==> config.mk <==
export PLATFORM = sky130hd
export DESIGN_NAME = div_radix2
export DESIGN_NICKNAME = d
export VERILOG_FILES = /design/src/rtl/div_radix2.sv
export SDC_FILE = /design/constraint.sdc
export NUM_CORES = 1
export LEC_CHECK = 0
export CELL_PAD_IN_SITES_DETAIL_PLACEMENT = 2
export CELL_PAD_IN_SITES_GLOBAL_PLACEMENT = 2
export CORE_AREA = 2 2 186 188
export DETAILED_ROUTE_END_ITERATION = 7
export DIE_AREA = 0 0 188 190
export GPL_TIMING_DRIVEN = 0
export PLACE_DENSITY = 0.86
export SETUP_SLACK_MARGIN = 0.02
export SYNTH_ARGS = -nofsm -noshare
export SYNTH_HDL_FRONTEND = slang
export SYNTH_SLANG_ARGS = --single-unit
==> constraint.sdc <==
create_clock -name clk -period 3.55 [get_ports clk]
set_input_delay 0.355 -clock clk [delete_from_list [all_inputs] [get_ports clk]]
set_output_delay 0.355 -clock clk [all_outputs]
set_load 0.03 [all_outputs]
==> src/rtl/div_radix2.sv <==
// Iterative radix-2 restoring divider answering the EX-stage start/ready handshake.
// One quotient bit per cycle; signed/unsigned, divide-by-zero and annul of an op in flight.
module div_radix2 #(
    parameter int               WIDTH     = 32,
    parameter logic [WIDTH-1:0] DIV0_QUOT = '0
) (
    input  logic               clk,
    input  logic               rst,
    input  logic               signed_div_i,
    input  logic [WIDTH-1:0]   opdata1_i,
    input  logic [WIDTH-1:0]   opdata2_i,
    input  logic               start_i,
    input  logic               annul_i,
    output logic [2*WIDTH-1:0] result_o,
    output logic               ready_o
);
    // One extra bit so the counter can reach WIDTH for the exit compare.
    localparam int CW = $clog2(WIDTH) + 1;

    typedef enum logic [1:0] {IDLE, DIVZERO, ON, END} state_t;

    state_t             state, state_nxt;
    logic [CW-1:0]      cnt, cnt_nxt;
    logic [WIDTH-1:0]   rem, rem_nxt;
    logic [WIDTH-1:0]   quot, quot_nxt;
    logic [WIDTH-1:0]   dvsr, dvsr_nxt;
    logic               neg_q, neg_q_nxt;
    logic               neg_r, neg_r_nxt;
    logic [2*WIDTH-1:0] result_nxt;
    logic               ready_nxt;

    logic               a_neg, b_neg;
    logic [WIDTH:0]     shifted;
    logic [WIDTH+1:0]   trial;

    assign a_neg   = signed_div_i & opdata1_i[WIDTH-1];
    assign b_neg   = signed_div_i & opdata2_i[WIDTH-1];
    assign shifted = {rem, quot[WIDTH-1]};
    // Extra top bit acts as the borrow: set means the trial subtraction went negative.
    assign trial   = {1'b0, shifted} - {2'b00, dvsr};

    always_ff @(posedge clk) begin
        if (rst) begin
            state    <= IDLE;
            cnt      <= '0;
            rem      <= '0;
            quot     <= '0;
            dvsr     <= '0;
            neg_q    <= 1'b0;
            neg_r    <= 1'b0;
            result_o <= '0;
            ready_o  <= 1'b0;
        end else begin
            state    <= state_nxt;
            cnt      <= cnt_nxt;
            rem      <= rem_nxt;
            quot     <= quot_nxt;
            dvsr     <= dvsr_nxt;
            neg_q    <= neg_q_nxt;
            neg_r    <= neg_r_nxt;
            result_o <= result_nxt;
            ready_o  <= ready_nxt;
        end
    end

    always_comb begin
        state_nxt  = state;
        cnt_nxt    = cnt;
        rem_nxt    = rem;
        quot_nxt   = quot;
        dvsr_nxt   = dvsr;
        neg_q_nxt  = neg_q;
        neg_r_nxt  = neg_r;
        result_nxt = result_o;
        ready_nxt  = ready_o;
        case (state)
            IDLE: begin
                if (start_i && !annul_i) begin
                    quot_nxt  = a_neg ? (~opdata1_i + 1'b1) : opdata1_i;
                    dvsr_nxt  = b_neg ? (~opdata2_i + 1'b1) : opdata2_i;
                    rem_nxt   = '0;
                    cnt_nxt   = '0;
                    neg_q_nxt = a_neg ^ b_neg;
                    neg_r_nxt = a_neg;
                    state_nxt = (opdata2_i == '0) ? DIVZERO : ON;
                end
            end
            ON: begin
                if (annul_i) begin
                    state_nxt = IDLE;
                end else if (cnt == CW'(WIDTH)) begin
                    result_nxt = {neg_r ? (~rem + 1'b1) : rem,
                                  neg_q ? (~quot + 1'b1) : quot};
                    ready_nxt  = 1'b1;
                    state_nxt  = END;
                end else begin
                    if (!trial[WIDTH+1]) begin
                        rem_nxt  = trial[WIDTH-1:0];
                        quot_nxt = {quot[WIDTH-2:0], 1'b1};
                    end else begin
                        rem_nxt  = shifted[WIDTH-1:0];
                        quot_nxt = {quot[WIDTH-2:0], 1'b0};
                    end
                    cnt_nxt = cnt + 1'b1;
                end
            end
            DIVZERO: begin
                // Two cycles here so the result lands at the same slot as the original design.
                if (annul_i) begin
                    state_nxt = IDLE;
                end else if (cnt == '0) begin
                    cnt_nxt = CW'(1);
                end else begin
                    result_nxt = {{WIDTH{1'b0}}, DIV0_QUOT};
                    ready_nxt  = 1'b1;
                    state_nxt  = END;
                end
            end
            END: begin
                if (!start_i) begin
                    result_nxt = '0;
                    ready_nxt  = 1'b0;
                    state_nxt  = IDLE;
                end
            end
            default: state_nxt = IDLE;
        endcase
    end
endmodule

==> impl_metrics.ini, run 1 <==
[timing]
finalHoldViolations = 0
worst_pin_slew_ps = 1060
setup_viol = 0
rsz0062_at_grt = yes
relSlewSlack_pct = 28.5
max_freq_mhz = 292
whs_ps = 460
fin_skew_ps = 13.5
period_needed_ps = 3420
setup_slack_ps = 130
final_max_slew_viol_count = 0
fin_crit_sh_pct = 96.3
tns_ps = 0

[setup_path]
r2r-end = rem[2]
end_kind = flip-flop
rr_worst_depth = 10
worstSetupPathType = reg -> reg
cp_max_fo = 10
r2r-start = rem[13]
r2r_setup_slack_ps = 130
arrival_ps = 3720
cp-start-kind = flip-flop
required_ps = 3850

[clocking]
path_clk_slew_ps = 70
clk-insertion-delay-late_ps = 450
cts_hold_buf = 0
clock-root-buffer = clkbuf_16
cts.sinks = 171
cts_tree = yes
clockBufferDepth = 2
numCtsBuffers = 17
htreeDepth = 4

[logic_synthesis]
synth_area_leaders = dfxtp_1 (31%), nand2_1 (7.1%), xor2_1 (6.0%)
post_synth.cell_area_avg_sq_um = 7.65
synth.most_common_cell = nand2_1
ys_warn_count = 0
synth.yosys.seq_area_share_pct = 31.0
synth_enable_flop_cells = 0
synth-seq-cells = 171
synth_ff_type = dfxtp_1
postSynthCellCount = 1443
synth_cell_types = 77
syn_nets = 1557
synthArstFlopShare_pct = 0
syn_area_sq_mm = 0.0110
yosysTopAreaCell = dfxtp_1
yosysTopAreaCellShare_pct = 31.0
synth_commonest_cells = nand2_1 (208), dfxtp_1 (171), nor2_1 (139)

[floorplan]
dieArea_sq_mm = 0.0357
start_util_pct = 32.5
die_w_microns = 188
die_y_microns = 190
num_rows = 68
core_area_sq_mm = 0.0339
io-pin-count = 134

[finish]
final_util_pct = 40.0
drive_above_1_share_pct = 5.53
layout.nets = 1709
antenna_cells = 0
areaGrowthSynthToFinish_pct = 22.9

[job]
cap_violations = 0

[min_path]
whs_path_depth = 2
hold_path.class = reg -> reg
hp-start = result_o[63]
holdPathEnd = result_o[63]

[placed_design]
gp_congestion = 0.873
pre_cts_slack_ps = -119
io_buffers = 133
dpl.hpwl_microns = 34600

[routing]
drtPass1Iterations = 5
wl_microns = 45100
drc = 0
drtAntennaViolNets = 0
num_vias = 11600
avgRoutedWirePerCell_microns = 21.9
first_iter_violations = 683
viasPerCell = 5.64

[grt]
antenna_found_initial = 0
grt_pass1_wl_microns = 70900
grt.overflow.total = 0
grt_max_degree = 19
grt_util_all_layers_pct = 25.1
first_global_vias = 12500

[status]
status = completed

[power]
power_leakage_uw = 0.00495
powerDensity_mw_per_mm2 = 574
vdd_drop_max_uv = 325
[cells by family after synthesis]
| kind of cell | after synthesis | share of synthesized area, % |
|---|---|---|
| AO/OA/AOI/OAI | 398 | 23.9 |
| XOR/XNOR | 144 | 11.4 |
| adder cells (fa/ha/maj) | 45 | 5.17 |
| buffers and inverters | 140 | 4.90 |
| flip-flops | 171 | 31.0 |
| multiplexers | 7 | 0.634 |
| AND/OR/NAND/NOR | 538 | 23.0 |
[registers in the layout, summed over array words and instances, names as in the netlist]
register	flops
result_o	64
dvsr	32
quot	32
rem	32
cnt	6
state	2
neg_q	1
neg_r	1
ready_o	1
[per-layer routing]
metal	wire length, microns	vias to the layer above	GRT usage (%)
li1	-	5432	-
met1	19700	5840	30.8
met2	22500	297	44.8
met3	1960	61	4.08
met4	992	0	7.81
met5	0	-	0
[final cells by class]
class / count / area, sq um
clock buffer: 17 / 425
clock inverter: 15 / 146
fill: 3829 / 20400
sequential: 171 / 3430
tap: 455 / 569
inverter: 59 / 224
multi-input combinational: 1132 / 7120
buffer: 79 / 313
timing repair buffer: 135 / 1350
[how the worst max path moves through the flow]
| stage | startpoint | to | slack (ps) |
|---|---|---|---|
| after CTS | quot[31] | rem[30] | 20 |
| after global placement | quot[31] | rem[30] | 50 |
| after global routing | state[0] | result_o[46] | 10 |
| final | rem[13] | rem[2] | 130 |
| after floorplan | quot[31] | rem[22] | 520 |
| after detailed placement | opdata2_i[3] | state[0] | -120 |
[cell usage in the layout (no fill, tap or decap), types with 30 or more instances in the layout]
| cell | count |
|---|---|
| a211oi_1 | 30 |
| a21oi_1 | 109 |
| clkbuf_1 | 65 |
| clkdlybuf4s50_1 | 133 |
| dfxtp_1 | 169 |
| ha_1 | 44 |
| inv_1 | 58 |
| nand2_1 | 208 |
| nand3_1 | 54 |
| nor2_1 | 137 |
| nor3_1 | 37 |
| o21ai_0 | 96 |
| xnor2_1 | 68 |
| xor2_1 | 76 |
[repair_timing]
action / 4_1_cts / 5_1_grt
buffers inserted: 0 / 2
gates resized for setup: 2 / 13
pin swaps: 0 / 4
endpoints found under the setup margin: 2 / 36
[power by group]
| group | internal (uW) | switching, uW |
|---|---|---|
| Combinational | 1150 | 2390 |
| Sequential | 2120 | 230 |
| Clock | 935 | 962 |
| Total | 4200 | 3590 |
[per-stage QoR]
step                      power (uW)  cell area [sq um]  std cells
after detailed placement        5780              12900       2031
after floorplan                 4590              11000       1443
after CTS                       7740              13500       2063
after global routing            8230              13600       2063
after global placement          5620              12900       2031
final                           7790              13600       2063
[critical path: stages, from the launching register on]
cell and delay (ps):
dfxtp_1 550, ha_1 310, clkbuf_1 220, and2_1 220
nor2_1 100, o21ai_0 200, a211oi_2 500, a21oi_4 150
o31a_1 350, buf_2 230, o311ai_0 440
Note: power is estimated with default switching activity, not from simulation.
==> run 2: changes to the inputs <==
- CORE_AREA: 2 2 186 188 -> 2 2 174 176
- DIE_AREA: 0 0 188 190 -> 0 0 176 178
- DONT_BUFFER_PORTS: default -> 1
==> run 2 against run 1 <==
  * Clock-buffer cell count unchanged
  * Routed wire length decreased by 6.3%
  * Final area decreased by 10%
  * Worst hold slack got worse by 390 ps
  * Via count decreased by 5.6%
  * Worst setup slack got worse by 20 ps
  * Utilization increased by 1.4 points
==> impl_metrics.ini, run 2 (same netlist as run 1, synthesis figures left out) <==
[status]
status = completed

[power]
power_switching_uw = 3510
vdd_drop_max_uv = 386
power_leakage_uw = 0.00446
sw_frac_of_total_pct = 46.2
pwr-share-seq_pct = 32.6
p_comb_share_pct = 42.3
clkPwrFrac_pct = 25.2
internal-power_uw = 4080
powerDensity_mw_per_mm2 = 624

[routing]
drtPass1Iterations = 5
avgRoutedWirePerCell_microns = 22.7
wl_microns = 42300
num_vias = 11000
first_iter_violations = 550
viasPerCell = 5.88
drc = 0
top_layer = met4
drtAntennaViolNets = 0
drt-met1-wl_microns = 20100
met3_length_microns = 2200
wl_met2_microns = 19300

[floorplan]
num_rows = 63
die_w_microns = 176
dieArea_sq_mm = 0.0313
core_area_sq_mm = 0.0294
start_util_pct = 37.6
io-pin-count = 134
die_y_microns = 178

[timing]
relSlewSlack_pct = 46.2
fin_skew_ps = 15.4
fin_crit_sh_pct = 96.9
final_max_slew_viol_count = 0
finalHoldViolations = 0
worst_pin_slew_ps = 800
rsz0062_at_grt = yes
setup_viol = 0
max_freq_mhz = 291
period_needed_ps = 3440

[finish]
largest_reg_flops = 64
top_register = result_o
areaGrowthSynthToFinish_pct = 10.1
num-fill-cells = 3404
mostFrequentLayoutCells = nand2_1 (208), dfxtp_1 (169), nor2_1 (137)
layout.nets = 1577
design_area_sq_mm = 0.0122
final_common_cell = nand2_1
antenna_cells = 0
final_util_pct = 41.4
drive_above_1_share_pct = 5.96

[placed_design]
dpl.hpwl_microns = 32400
dpl_cell_area_sq_mm = 0.0115
io_buffers = 0
gp_congestion = 0.855

[grt]
grt_max_degree = 19
grt.overflow.total = 0
first_global_vias = 11600
grt_util_all_layers_pct = 26.9
grt_pass1_wl_microns = 66300
antenna_found_initial = 0

[clocking]
cts.sinks = 171
cts_tree = yes
htreeDepth = 4
numCtsBuffers = 17
clock-root-buffer = clkbuf_16
clk-insertion-delay-late_ps = 460
clockBufferDepth = 2
path_clk_slew_ps = 80
cts_hold_buf = 0

[setup_path]
end_kind = flip-flop
arrival_ps = 3780
worstSetupPathType = reg -> reg
required_ps = 3890
cp-start-kind = flip-flop
cp_max_fo = 10

[job]
cap_violations = 0

[min_path]
hold_path.class = in -> reg
## run 2: changes by cell type in the layout (fill, tap and decap cells not counted), moves of 2 or more
cell	previous run	this run
clkdlybuf4s50_1	133	0
buf_1	8	6
clkbuf_1	65	67
inv_8	2	5
clkinvlp_4	1	3
inv_6	7	5
## run 2: layer usage
metal / vias up / GRT usage (%)
met5: - / 0
met4: 0 / 6.89
met3: 47 / 4.26
met2: 272 / 44.6
met1: 5505 / 36.6
li1: 5155 / -
## run 2: power by group through the flow
stage	Sequential (uW)	Clock (uW)	Combinational, uW
global route	2500	2010	3510
detailed placement	2510	0	3060
global placement	2490	0	2910
floorplan	2410	0	2180
finish	2470	1910	3210
CTS	2460	1920	3140
## run 2: path summary, 6_finish.rpt
check	from	slack [ps]	end	depth (start not counted)
min	opdata2_i[1]	70	dvsr[1]	2
max reg2reg	rem[18]	110	rem[0]	11
max	rem[18]	110	rem[0]	11
min reg2reg	dvsr[0]	490	dvsr[0]	2
## run 2: stage by stage
stage | instances | TNS [ps] | hold slack [ps] | power, uW | setup WS [ps]
2_1_floorplan | 1443 | 0 | 432 | 4590 | 521
3_3_place_gp | 1833 | 0 | 470 | 5400 | 129
3_5_place_dp | 1833 | -10.1 | 478 | 5570 | -10.1
4_1_cts | 1866 | 0 | 60.2 | 7530 | 22.5
5_1_grt | 1866 | 0 | 69.1 | 8020 | 2.66
6_report | 1866 | 0 | 67.0 | 7590 | 110
## run 2: layout make-up
cell class,instances,area [sq um],share of cell area (%)
Multi-Input combinational cell,1132,7120,58.5
Sequential cell,171,3430,28.2
Tap cell,390,488,4.01
Clock buffer,17,425,3.50
Buffer,79,313,2.57
Inverter,59,221,1.82
Clock inverter,15,148,1.21
Timing Repair Buffer,3,22.5,0.185
## run 2: timing repair
item                                   CTS  global route
gates resized for setup                  1             9
buffers inserted                         1             2
pin swaps                                2             3
setup endpoints to repair                3            35
endpoints found under the hold margin    0             0
## run 2: worst max-delay path: stages (launching register included)
cell      delay (ps)
dfxtp_2          400
ha_1             300
clkbuf_1         320
nand3_1          300
nor3_1           290
nand2_1           80
a211o_1          340
a21oi_4          300
o31a_1           230
buf_2            320
nand2_1          150
a32o_1           280
==> run 3: changes to the inputs <==
- CTS_BUF_LIST: default -> sky130_fd_sc_hd__clkbuf_16
==> results of run 3 <==
No change in the layout: final DEF, timing and power equal those of run 2.
